## config.mk

```make
export PLATFORM = sky130hd
export DESIGN_NAME = lsu_ctrl
export DESIGN_NICKNAME = d
export VERILOG_FILES = /design/src/rtl/lsu_ctrl.sv
export SDC_FILE = /design/constraint.sdc
export NUM_CORES = 1
export LEC_CHECK = 0
export CORE_ASPECT_RATIO = 0.9
export CORE_UTILIZATION = 49
export DETAILED_ROUTE_END_ITERATION = 10
export PLACE_DENSITY_LB_ADDON = 0.12
export RECOVER_POWER = 100
export REMOVE_ABC_BUFFERS = 1
export SKIP_LAST_GASP = 1
export SLEW_MARGIN = 20
export SYNTH_ARGS = -nofsm -noshare
export SYNTH_HDL_FRONTEND = slang
export SYNTH_SLANG_ARGS = --single-unit
```

## constraint.sdc

```tcl
create_clock -name clk -period 6.6 [get_ports clk]
set_input_delay 0.66 -clock clk [delete_from_list [all_inputs] [get_ports clk]]
set_output_delay 0.66 -clock clk [all_outputs]
set_load 0.02 [all_outputs]
```

## src/rtl/lsu_ctrl.sv

```systemverilog
// Load/store unit: turns RV32I byte/half/word accesses into word-wide memory traffic,
// using read-modify-write for sub-word stores and flagging bad requests without a memory access.
module lsu_ctrl #(
  parameter int unsigned ADDRW = 8
) (
  input  logic        clk,
  input  logic        rst,
  input  logic        i_req_valid,
  output logic        o_req_ready,
  input  logic        i_req_we,
  input  logic [2:0]  i_req_funct3,
  input  logic [31:0] i_req_addr,
  input  logic [31:0] i_req_wdata,
  output logic        o_resp_valid,
  output logic [31:0] o_resp_rdata,
  output logic        o_resp_err,
  output logic        o_mem_we,
  output logic [31:0] o_mem_addr,
  output logic [31:0] o_mem_din,
  input  logic [31:0] i_mem_dout
);

  typedef enum logic [2:0] {
    StIdle,
    StRead,
    StData,
    StWrite,
    StResp
  } state_e;

  state_e      r_state;
  state_e      w_state_d;
  logic        r_we;
  logic [2:0]  r_funct3;
  logic [31:0] r_addr;
  logic [31:0] r_wdata;
  logic [31:0] r_rdata;
  logic        r_err;

  logic        w_accept;
  logic        w_f3_ok;
  logic        w_misaligned;
  logic        w_out_of_range;
  logic        w_req_err;
  logic        w_is_sw;
  logic [7:0]  w_byte;
  logic [15:0] w_half;
  logic [31:0] w_load;
  logic [31:0] w_merged;

  assign o_req_ready = (r_state == StIdle) && !rst;
  assign w_accept    = i_req_valid && o_req_ready;

  always_comb begin
    w_f3_ok = 1'b0;
    case (i_req_funct3)
      3'b000, 3'b001, 3'b010: w_f3_ok = 1'b1;
      3'b100, 3'b101:         w_f3_ok = !i_req_we;
      default:                w_f3_ok = 1'b0;
    endcase
  end

  assign w_misaligned   = ((i_req_funct3[1:0] == 2'b01) && i_req_addr[0]) ||
                          ((i_req_funct3[1:0] == 2'b10) && (i_req_addr[1:0] != 2'b00));
  assign w_out_of_range = (i_req_addr >> ADDRW) != 32'd0;
  assign w_req_err      = !w_f3_ok || w_misaligned || w_out_of_range;
  assign w_is_sw        = i_req_we && (i_req_funct3 == 3'b010);

  // Lane extraction and merge operate on the word returned for the latched address.
  assign w_byte = i_mem_dout[{r_addr[1:0], 3'b000} +: 8];
  assign w_half = i_mem_dout[{r_addr[1], 4'b0000} +: 16];

  always_comb begin
    w_load = i_mem_dout;
    case (r_funct3)
      3'b000:  w_load = {{24{w_byte[7]}}, w_byte};
      3'b001:  w_load = {{16{w_half[15]}}, w_half};
      3'b100:  w_load = {24'd0, w_byte};
      3'b101:  w_load = {16'd0, w_half};
      default: w_load = i_mem_dout;
    endcase
  end

  always_comb begin
    w_merged = i_mem_dout;
    if (r_funct3[1:0] == 2'b00) begin
      w_merged[{r_addr[1:0], 3'b000} +: 8] = r_wdata[7:0];
    end else begin
      w_merged[{r_addr[1], 4'b0000} +: 16] = r_wdata[15:0];
    end
  end

  always_comb begin
    w_state_d = r_state;
    case (r_state)
      StIdle: begin
        if (w_accept) begin
          if (w_req_err)    w_state_d = StResp;
          else if (w_is_sw) w_state_d = StWrite;
          else              w_state_d = StRead;
        end
      end
      StRead:  w_state_d = StData;
      StData:  w_state_d = r_we ? StWrite : StResp;
      StWrite: w_state_d = StResp;
      StResp:  w_state_d = StIdle;
      default: w_state_d = StIdle;
    endcase
    if (rst) w_state_d = StIdle;
  end

  always_ff @(posedge clk) begin
    if (rst) begin
      r_state  <= StIdle;
      r_we     <= 1'b0;
      r_funct3 <= 3'd0;
      r_addr   <= 32'd0;
      r_wdata  <= 32'd0;
      r_rdata  <= 32'd0;
      r_err    <= 1'b0;
    end else begin
      r_state <= w_state_d;
      if (w_accept) begin
        r_we     <= i_req_we;
        r_funct3 <= i_req_funct3;
        r_addr   <= i_req_addr;
        r_wdata  <= i_req_wdata;
        if (w_req_err) begin
          r_rdata <= 32'd0;
          r_err   <= 1'b1;
        end
      end
      if (r_state == StData) begin
        if (r_we) begin
          r_wdata <= w_merged;
        end else begin
          r_rdata <= w_load;
          r_err   <= 1'b0;
        end
      end
      if (r_state == StWrite) begin
        r_rdata <= 32'd0;
        r_err   <= 1'b0;
      end
    end
  end

  // Every output is forced low while rst is high, including a WRITE cycle caught by reset.
  always_comb begin
    o_resp_valid = (r_state == StResp) && !rst;
    o_mem_we     = (r_state == StWrite) && !rst;
    o_mem_addr   = 32'd0;
    o_mem_din    = 32'd0;
    o_resp_rdata = rst ? 32'd0 : r_rdata;
    o_resp_err   = rst ? 1'b0 : r_err;
    if (!rst && ((r_state == StRead) || (r_state == StData) || (r_state == StWrite))) begin
      o_mem_addr = {r_addr[31:2], 2'b00};
    end
    if (o_mem_we) o_mem_din = r_wdata;
  end

endmodule

```

==> metrics.md, run 1 <==
| Metric | Value |
|---|---|
| Core ar. | ~11000 um^2 |
| Post-synth cell types | between 50 and 60 |
| DPL Wire Length | approximately 14000 um |
| Final min period | ~5.0 ns |
| Status | finished, violations left |
| CTS tree | yes |
| Final Cycle Share | between 70% and 80% |
| Vias per cell | ~5.9 |
| Crit-path slowest cell | clkbuf_1 |
| Commonest non-fill, non-tap cell in the layout | clkdlybuf4s50_1 |
| Post_cts resized | 0 |
| FILL cells | ~860 |
| Post-Syn Area | 5640 um^2 |
| Final total power | between 1.5 and 2 mW |
| CTS sink count | 104 |
| Crit Path Max Fanout | 57 |
| Buffers on Ports | 200 |
| Power per cell area | 190 nW/um^2 |
| Top FF cell, synth | dfxtp_1 |
| Pin count of the biggest net entering global routing | 70 |
| Fin. max-slew vios | around 230 |
| Hold Vio Cnt, Final | 0 |
| Total Neg Setup Slack | 0 ns |
| Die W | approximately 120 um |
| Setup repair bufs after CTS | 0 |
| Worst skew pair latency | between 0.3 and 0.4 ns |
| H-tree depth | 3 |
| Maximum root-to-sink buffer count | 2 |
| HP Start | r_err |
| Worst reg2reg path endpoint | r_rdata[26] |
| Initial Util | 51.1% |
| Worst setup EP type | output pin |
| Commonest non-fill, non-tap cells in the layout | 137 x clkdlybuf4s50_1, 134 x nand2_1, 104 x dfxtp_1 |
| Leakage power | 3.07 nW |
| Worst-margin pin slew | between 2 and 3 ns |
| Hold-critical path depth | 1 |
| Starting DRT DRC Count | approximately 590 |
| Routed WL | roughly 20000 um |
| Vias in the first global route | about 5700 |
| Met2 Use GR | about half |
| Failing checks | max-capacitance violations, max-slew violations |
| Final GP Congestion | 0.875 |
| Comb pwr share | about 15% |
| # rows | 36 |
| Worst-case reg-to-reg path depth | 4 |
| I/O pin cnt | 203 |
| Cell family with most CP delay | buffers and inverters |
| Clock Power Share | 39.4% |
| Sw power | ~0.4 mW |
| GRT Overall Usage | 32.6% |
| Reg2reg setup slack | 3.14 ns |
| Worst path cell trace | clkbuf_1 > nor2_1 > and3_1 > and2_1 > dlygate4sd3_1 |
| Met1 Use GR | 44.4% |
| Worst setup path class | primary input to output pin |
| Post-synth EDFFs | 0 |
| WP data required | just under 6 ns |
| Arrival time at the worst endpoint | roughly 4.4 ns |
| TritonCTS buffer count | 9 |
| Die area | 11900 um^2 |
| Most heavily used metal layer in global routing | met2 |
| Hold EP | r_err |
| RSZ-0062 raised after global routing | false |
| Relative slew slack | -67.9% |
| Synth warnings | 0 |
| Startpoint types | primary input |
| Pre-antenna DRT Iters | 5 |
| Final setup viols | 0 |
| Antenna viol nets, final | 0 |
| Worst path bufs/invs | 2 |
| Seq/Total Area, Yosys | between 30% and 40% |
| Hold Slack | 0.462 ns |
| Initial antenna violation count | 0 |
| Drt wl/cell | around 19 um |
| Synthesized flop and latch total | about 100 |
| First-pass GRT wire length | around 30000 um |
| Switching Fraction | between 20% and 30% |
| Crit Reg-Reg Startpoint | r_addr[1] |
| # hold bufs at CTS | 0 |
| Worst Hold Class | flop to flop |
| DRC | 0 |
| Syn avg cell area | around 8.0 um^2 |
| Int Power | between 1 and 1.5 mW |
| GR Util met3 | under 10% |
| Clk slew on worst S/H paths | approximately 0.07 ns |
| Fmax | between 0.15 and 0.2 GHz |
| Asr flop ratio synth | 0% |
| Post-Synthesis Cells | around 700 |
| Root Buffer | clkbuf_16 |
| Final net count | 968 |
| Vias | 6016 |
| Share of layout cells above drive strength 1 | between 3 and 4% |
| Clock Skew | between 0.006 and 0.007 ns |
| Max-cap violations | 5 |
| N_diodes | 0 |
| Peak VDD IR | between 0.15 and 0.2 mV |
| Flop pwr share | 45.6% |
| Layout area overhead | 40.4% |
| GRT Residual Overflow | 0 |
| Largest stage delay, worst path | 1.75 ns |
| Height of the die | approximately 100 um |
area by class of cell:
class                   count  area [um^2]  share of cell area, %
repair buffers            206         2030                   25.7
inverters                  13         48.8                  0.616
clock inverters             4         76.3                  0.964
well taps                 152          190                   2.40
multi-input cells         526         3240                   40.9
flip-flops and latches    104         2080                   26.3
clock buffers              12          246                   3.11
cell families (layout without fill, tap and decap cells):
kind of cell | count (synthesis) | after routing | synth area share (%)
AOI/OAI and AO/OA | 152 | 152 | 19.7
adders and majority gates | 5 | 5 | 1.11
buffers and inverters | 73 | 235 | 5.86
DFF | 104 | 104 | 36.9
muxes | 21 | 21 | 3.73
other | 1 | 2 | 0.0665
and+or+nand+nor | 346 | 346 | 32.6
metrics by stage:
stage	std cells	util [%]	instance area, um^2	worst slack (ns)
global route	1017	71.7	7920	1.32
global placement	1001	69.0	7610	2.85
detailed placement	1001	69.1	7620	2.78
CTS	1017	72.0	7950	2.78
finish	1017	71.7	7920	1.57
floorplan	643	-	5360	2.99
state kept, by name, summed over array words and instances, names as in the netlist:
| register | count |
|---|---|
| r_addr | 32 |
| r_rdata | 32 |
| r_wdata | 32 |
| r_funct3 | 3 |
| r_state | 3 |
| r_err | 1 |
| r_we | 1 |
cell usage after synthesis, drive strengths merged (11+ instances only):
| cell | n | share of area, % |
|---|---|---|
| nand2 | 134 | 8.9 |
| a21oi | 19 | 1.7 |
| nor3 | 14 | 1.2 |
| o21ai | 29 | 2.6 |
| buf | 25 | 2.6 |
| nand3b | 40 | 5.3 |
| o22ai | 20 | 2.2 |
| nor2b | 34 | 3.8 |
| and2 | 63 | 7.0 |
| dfxtp | 104 | 37 |
| mux2i | 21 | 3.7 |
| inv | 11 | 0.73 |
| clkbuf | 35 | 2.4 |
| nor4 | 17 | 2.4 |
| a221oi | 36 | 5.8 |
| nor2 | 29 | 1.9 |
power groups by stage:
| stage | Clock, mW | Sequential (mW) | Combinational [mW] |
|---|---|---|---|
| floorplan | 0 | 0.687 | 0.101 |
| global placement | 0 | 0.697 | 0.215 |
| detailed placement | 0 | 0.698 | 0.219 |
| CTS | 0.597 | 0.684 | 0.221 |
| global route | 0.620 | 0.687 | 0.239 |
| finish | 0.591 | 0.685 | 0.225 |
how the worst max path moves through the flow:
stage          from             end  slack, ns  cells after the start
3_5_place_dp    rst    o_mem_din[5]       2.78                      5
6_report        rst   o_mem_din[31]       1.57                      5
4_1_cts         rst    o_mem_din[5]       2.78                      5
5_1_grt         rst   o_mem_din[30]       1.32                      5
2_1_floorplan   rst      r_rdata[0]       2.99                      4
3_3_place_gp    rst  o_mem_addr[16]       2.85                      4
layer usage:
layer	part of all wire [%]	wire, um
met1	43	8410
met2	46	8950
met3	8.9	1750
met4	2.5	480
met5	0	0
No activity file was read; power rests on OpenSTA's default activity.
==> inputs of run 2 (changes only) <==
--- a/config.mk
+++ b/config.mk
@@ -6,7 +6,7 @@
 export NUM_CORES = 1
 export LEC_CHECK = 0
 export CORE_ASPECT_RATIO = 0.9
-export CORE_UTILIZATION = 49
+export CORE_UTILIZATION = 45
 export DETAILED_ROUTE_END_ITERATION = 10
 export PLACE_DENSITY_LB_ADDON = 0.12
 export RECOVER_POWER = 100
==> constraint.sdc (replaced) <==
create_clock -name clk -period 4.7 [get_ports clk]
set_input_delay 0.47 -clock clk [delete_from_list [all_inputs] [get_ports clk]]
set_output_delay 0.47 -clock clk [all_outputs]
set_load 0.02 [all_outputs]
==> run 2 against run 1 <==
Compared with the run above: first-iteration DRC count down 10%; the run now ends clean; final cell count up 0.79%; highest routed layer unchanged; largest cell class unchanged; sequential power up 40%.
==> metrics.md, run 2 (synthesized netlist as in run 1, its figures left out) <==
| Metric | Value |
|---|---|
| Status | complete, no violations |
| Largest regs | r_addr: 32 flops, r_rdata: 32 flops, r_wdata: 32 flops |
| Height of the die | 108 um (+4.3%) |
| First-pass GRT wire length | 28700 um (-5.3%) |
| CTS tree | yes |
| Hold Vio Cnt, Final | 0 (unchanged) |
| Total Neg Setup Slack | 0 ns (unchanged) |
| Worst setup EP type | flop |
| Final net count | 968 (unchanged) |
| CTS sink count | 104 (unchanged) |
| Startpoint types | primary input |
| Vias in the first global route | 5581 (-2.1%) |
| Fin. max-slew vios | 0 (-100%) |
| Final GP Congestion | 0.928 (+6.1%) |
| TritonCTS buffer count | 9 (unchanged) |
| DPL Wire Length | 13100 um (-4.4%) |
| DRC | 0 (unchanged) |
| GRT Residual Overflow | 0 (unchanged) |
| Final core utilization | 65.1% (-6.7 points) |
| WP data required | 4.88 ns (-1.06 ns) |
| Share of layout cells above drive strength 1 | 4.16% (+0.46 points) |
| Root Buffer | clkbuf_16 |
| Arrival time at the worst endpoint | 3.81 ns (-0.56 ns) |
| Die W | 120 um (+4.3%) |
| Commonest non-fill, non-tap cell in the layout | nand2_1 |
| Pre-antenna DRT Iters | 5 (unchanged) |
| Final min period | approximately 3.6 ns |
| Power per cell area | 251 nW/um^2 (+33%) |
| Commonest non-fill, non-tap cells in the layout | 133 x nand2_1, 111 x clkdlybuf4s50_1, 104 x dfxtp_1 |
| Drt wl/cell | 18.4 um (-4.6%) |
| Worst setup path class | primary input to flop |
| N_diodes | 0 (unchanged) |
| H-tree depth | 3 (unchanged) |
| Final Cycle Share | 77.3% |
| Relative slew slack | 9.97% (+78 points) |
| Routed WL | 18800 um (-3.8%) |
| Pin count of the biggest net entering global routing | 74 (+5.7%) |
| Fmax | ~0.28 GHz |
| Final setup viols | 0 (unchanged) |
| Starting DRT DRC Count | 527 (-10%) |
| Leakage power | 3.16 nW (+3.0%) |
| Crit Path Max Fanout | 73 (+28%) |
| GRT Overall Usage | 28.4% (-4.2 points) |
| I/O pin cnt | 203 (unchanged) |
| Initial antenna violation count | 0 (unchanged) |
| Maximum root-to-sink buffer count | 2 (unchanged) |
| Core ar. | 12100 um^2 (+9.9%) |
| Post_cts resized | 0 (unchanged) |
| Vias | 5969 (-0.78%) |
| Antenna viol nets, final | 0 (unchanged) |
| Worst skew pair latency | 0.36 ns (about the same) |
| RSZ-0062 raised after global routing | false |
| # rows | 38 (+5.6%) |
| Worst-margin pin slew | 1.35 ns (-1.17 ns) |
| Clk slew on worst S/H paths | 0.07 ns (about the same) |
| Peak VDD IR | 0.199 mV (+14%) |
| Setup repair bufs after CTS | 0 (unchanged) |
| Vias per cell | 5.82 (-1.6%) |
| Die area | 13000 um^2 (+8.7%) |
| Layout area overhead | 39.9% |
| # hold bufs at CTS | 0 (unchanged) |
| Buffers on Ports | 200 (unchanged) |
| Initial Util | 46.5% (-4.6 points) |
| Worst Hold Class | flop to flop |
| Max-cap violations | 0 (-5) |
| Clock Skew | 0.00957 ns (+0.00269 ns) |
-- run 2: cell count changes in the layout (fill, tap and decap cells not counted), sizes merged --
cell	previous run	this run
inv	12	11
clkbuf	15	13
clkinv	3	2
bufinv	2	0
clkinvlp	0	4
dlygate4sd3	62	88
buf	4	6
clkdlybuf4s50	137	111
-- run 2: path summary, 6_finish.rpt --
| path | start | to | slack [ns] | depth (start not counted) |
|---|---|---|---|---|
| setup / recovery | rst | r_rdata[8] | 1.07 | 6 |
| hold / removal | r_err | r_err | 0.46 | 1 |
| setup reg to reg | r_addr[1] | r_wdata[16] | 1.71 | 5 |
| hold reg to reg | r_err | r_err | 0.46 | 1 |
-- run 2: area by class of cell --
| type | count | area [um^2] |
|---|---|---|
| Tap cell | 160 | 200 |
| Timing Repair Buffer | 206 | 2040 |
| Clock inverter | 4 | 30.0 |
| Sequential cell | 104 | 2080 |
| Clock buffer | 12 | 246 |
| Inverter | 13 | 48.8 |
| Multi-Input combinational cell | 526 | 3240 |
| Fill cell | 1043 | 4240 |
-- run 2: critical path, stage by stage --
cell and delay [ns]:
buf_4 0.23, clkbuf_2 0.79, nor4_1 0.79, and2_2 0.27
o31a_1 0.97, o21ai_0 0.25
-- run 2: per-layer routing --
layer,vias to the layer above,GRT usage [%],part of all wire [%]
met4,0,11.8,2.3
met1,2817,36.2,42
li1,2823,-,-
met3,32,7.17,8.7
met2,297,45.8,47
met5,-,0,0
-- run 2: metrics by stage --
step	setup slack, ns	instances	hold WS [ns]	power, mW	area, um^2
global route	0.715	1025	0.480	2.06	7890
floorplan	1.26	643	0.419	1.11	5360
CTS	1.27	1025	0.462	1.99	7910
detailed placement	1.54	1009	0.449	1.28	7630
global placement	1.67	1009	0.426	1.28	7630
finish	1.07	1025	0.459	1.98	7890
-- run 2: report_power, final --
part | switching (mW) | internal (mW) | total [mW]
combinational | 0.165 | 0.143 | 0.309
clock | 0.340 | 0.374 | 0.715
sequential | 0.0399 | 0.920 | 0.960
==> inputs of run 3 (changes only) <==
--- a/config.mk
+++ b/config.mk
@@ -6,7 +6,7 @@
 export NUM_CORES = 1
 export LEC_CHECK = 0
 export CORE_ASPECT_RATIO = 0.9
-export CORE_UTILIZATION = 45
+export CORE_UTILIZATION = 41
 export DETAILED_ROUTE_END_ITERATION = 10
 export PLACE_DENSITY_LB_ADDON = 0.12
 export RECOVER_POWER = 100
==> constraint.sdc (replaced) <==
create_clock -name clk -period 3.1 [get_ports clk]
set_input_delay 0.31 -clock clk [delete_from_list [all_inputs] [get_ports clk]]
set_output_delay 0.31 -clock clk [all_outputs]
set_load 0.02 [all_outputs]
==> run 3 against run 2 <==
Compared with the run above: the flow now finishes with violations (design-rule violations); clock power up 80%; cell area is 1.4% higher; first-iteration DRC count up 9.5%; count of clock-buffer cells in the layout fell by 2; sequential power grew 51%; flip-flop and latch count unchanged; worst setup slack worse by 0.73 ns; worst hold slack got worse by 0.015 ns; utilization is 5.2 points lower; critical path depth down 2; critical endpoint is now o_resp_rdata[29]; die area up 9.6%; clock skew fell by 0.0052 ns.
==> metrics.md, run 3 (synthesized netlist as in run 1, its figures left out) <==
| Metric | Value |
|---|---|
| Starting DRT DRC Count | 577 (+9.5%) |
| Antenna viol nets, final | 0 (unchanged) |
| # hold bufs at CTS | 0 (unchanged) |
| Vias | 6002 (+0.55%) |
| Pre-antenna DRT Iters | 9 (+4) |
| Largest regs | r_addr: 32 flops, r_rdata: 32 flops, r_wdata: 32 flops |
| Leakage power | 3.20 nW (+1.4%) |
| DPL Wire Length | 14200 um (+8.5%) |
| Pin count of the biggest net entering global routing | 79 (+6.8%) |
| Final Cycle Share | 89.3% |
| Failing checks | design-rule violations |
| HP Start | rst |
| N_diodes | 0 (unchanged) |
| Die area | 14200 um^2 (+9.6%) |
| Power per cell area | 403 nW/um^2 (+60%) |
| Max layer used | met4 |
| Relative slew slack | 12.9% (+2.9 points) |
| Die W | 126 um (+4.7%) |
| Initial Util | 42.2% (-4.3 points) |
| Placed cells | 1023 (+1.4%) |
| FF+latch area | 2080 um^2 (unchanged) |
| Arrival time at the worst endpoint | 2.46 ns (-1.35 ns) |
| Drt wl/cell | 18.9 um (+2.8%) |
| Worst Hold Class | primary input to flop |
| I/O pin cnt | 203 (unchanged) |
| Flop pwr share | 45.0% (-3.4 points) |
| Peak VDD IR | 0.361 mV (+81%) |
| Worst skew pair latency | 0.34 ns (-0.02 ns) |
| CTS tree | yes |
| Placed inst area | 7680 um^2 (+0.69%) |
| Sw power | 0.818 mW (+50%) |
| Crit Reg-Reg Startpoint | r_addr[0] |
| Buffers on Ports | 200 (unchanged) |
| Max-cap violations | 0 (unchanged) |
| Final net count | 974 (+0.62%) |
| Vias in the first global route | 5700 (+2.1%) |
| Clock Skew | 0.00437 ns (-0.00521 ns) |
| Switching Fraction | 25.4% (-2.1 points) |
| Final min period | about 2.8 ns |
| H-tree depth | 3 (unchanged) |
| Non-filler cells, final | 1038 (+1.3%) |
| WP data required | 2.79 ns (-2.09 ns) |
| DRC | 13 (+13) |
| Final core utilization | 59.8% (-5.2 points) |
| Layout area overhead | 41.8% |
| Root Buffer | clkbuf_16 |
| Worst setup path class | primary input to output pin |
| Height of the die | 113 um (+4.7%) |
| Core ar. | 13400 um^2 (+10%) |
| Worst setup path startpoint | rst |
| Share of layout cells above drive strength 1 | 4.71% (+0.55 points) |
| Comb pwr share | 14.9% (-0.7 points) |
| Post_cts resized | 0 (unchanged) |
| Wire length on met2 | 8930 um (+1.0%) |
| Maximum root-to-sink buffer count | 2 (unchanged) |
| FILL cells | 1199 (+15%) |
| Clock Power Share | 40.1% (+4.1 points) |
| Hold Vio Cnt, Final | 0 (unchanged) |
| Commonest non-fill, non-tap cells in the layout | 133 x nand2_1, 122 x clkdlybuf4s50_1, 104 x dfxtp_1 |
| Setup repair bufs after CTS | 0 (unchanged) |
| Met3 routed WL | 1390 um (-16%) |
| GRT Residual Overflow | 0 (unchanged) |
| Hold Slack | 0.444 ns (-0.0148 ns) |
| Crit Path Max Fanout | 78 (+6.8%) |
| Clk slew on worst S/H paths | 0.07 ns (about the same) |
| CTS sink count | 104 (unchanged) |
| Fin. max-slew vios | 0 (unchanged) |
| Commonest non-fill, non-tap cell in the layout | nand2_1 |
| Startpoint types | primary input |
| Multi-input gate area | 3240 um^2 (-0.12%) |
| Int Power | 2.40 mW (+67%) |
| GRT Overall Usage | 27.5% (-0.87 points) |
| Final GP Congestion | 0.858 (-7.5%) |
| RSZ-0062 raised after global routing | false |
| Final setup viols | 0 (unchanged) |
| Worst setup EP type | output pin |
| Fmax | around 0.36 GHz |
| Vias per cell | 5.78 (-0.71%) |
| Design area | 8000 um^2 (+1.4%) |
| TritonCTS buffer count | 9 (unchanged) |
| Initial antenna violation count | 0 (unchanged) |
| Worst-margin pin slew | 1.31 ns (-0.0433 ns) |
| First-pass GRT wire length | 30800 um (+7.2%) |
| M1 WL | 8960 um (+13%) |
| Status | finished, violations left |
| Routed WL | 19600 um (+4.1%) |
| # rows | 40 (+5.3%) |
## run 3: cell types whose count changed in the layout (fill, tap and decap cells not counted), sizes merged
cell / before / now
buf: 6 / 13
bufinv: 0 / 3
clkbuf: 13 / 10
clkdlybuf4s50: 111 / 122
clkinv: 2 / 3
clkinvlp: 4 / 0
dlygate4sd3: 88 / 77
inv: 11 / 12
## run 3: area by class of cell
cell class,count,area share (%)
Multi-Input combinational cell,526,40.5
Timing Repair Buffer,212,26.1
Sequential cell,104,26.0
Clock buffer,10,2.86
Tap cell,168,2.63
Clock inverter,5,1.30
Inverter,13,0.610
## run 3: metal layers
| layer | GRT usage, % | vias up |
|---|---|---|
| met5 | 0 | - |
| met4 | 8.46 | 0 |
| met3 | 5.06 | 30 |
| met2 | 43.1 | 256 |
| met1 | 38.3 | 2885 |
| li1 | - | 2831 |
## run 3: per-stage QoR
stage / TNS [ns] / total power [mW] / setup WS [ns]
final: 0 / 3.22 / 0.333
after global routing: 0 / 3.34 / 0.221
after CTS: 0 / 3.24 / 0.514
after detailed placement: 0 / 1.95 / 0.704
after global placement: 0 / 1.94 / 0.537
after floorplan: -10.38 / 1.68 / -0.337
## run 3: critical path, stage by stage
cell and delay, ns:
buf_4 0.31, buf_2 1.04, nor2b_1 0.14, clkdlybuf4s50_1 0.61
## run 3: power groups by stage
| stage | Combinational, mW | Sequential (mW) | Clock, mW |
|---|---|---|---|
| 6_report | 0.479 | 1.45 | 1.29 |
| 5_1_grt | 0.519 | 1.46 | 1.36 |
| 4_1_cts | 0.477 | 1.45 | 1.31 |
| 3_5_place_dp | 0.474 | 1.48 | 0 |
| 3_3_place_gp | 0.468 | 1.47 | 0 |
| 2_1_floorplan | 0.215 | 1.46 | 0 |
## run 3: worst paths after layout
path	to	slack [ns]	cells after the start
min	r_wdata[0]	0.44	2
min reg2reg	r_err	0.45	1
max reg2reg	r_wdata[15]	0.61	6
max	o_resp_rdata[29]	0.33	4
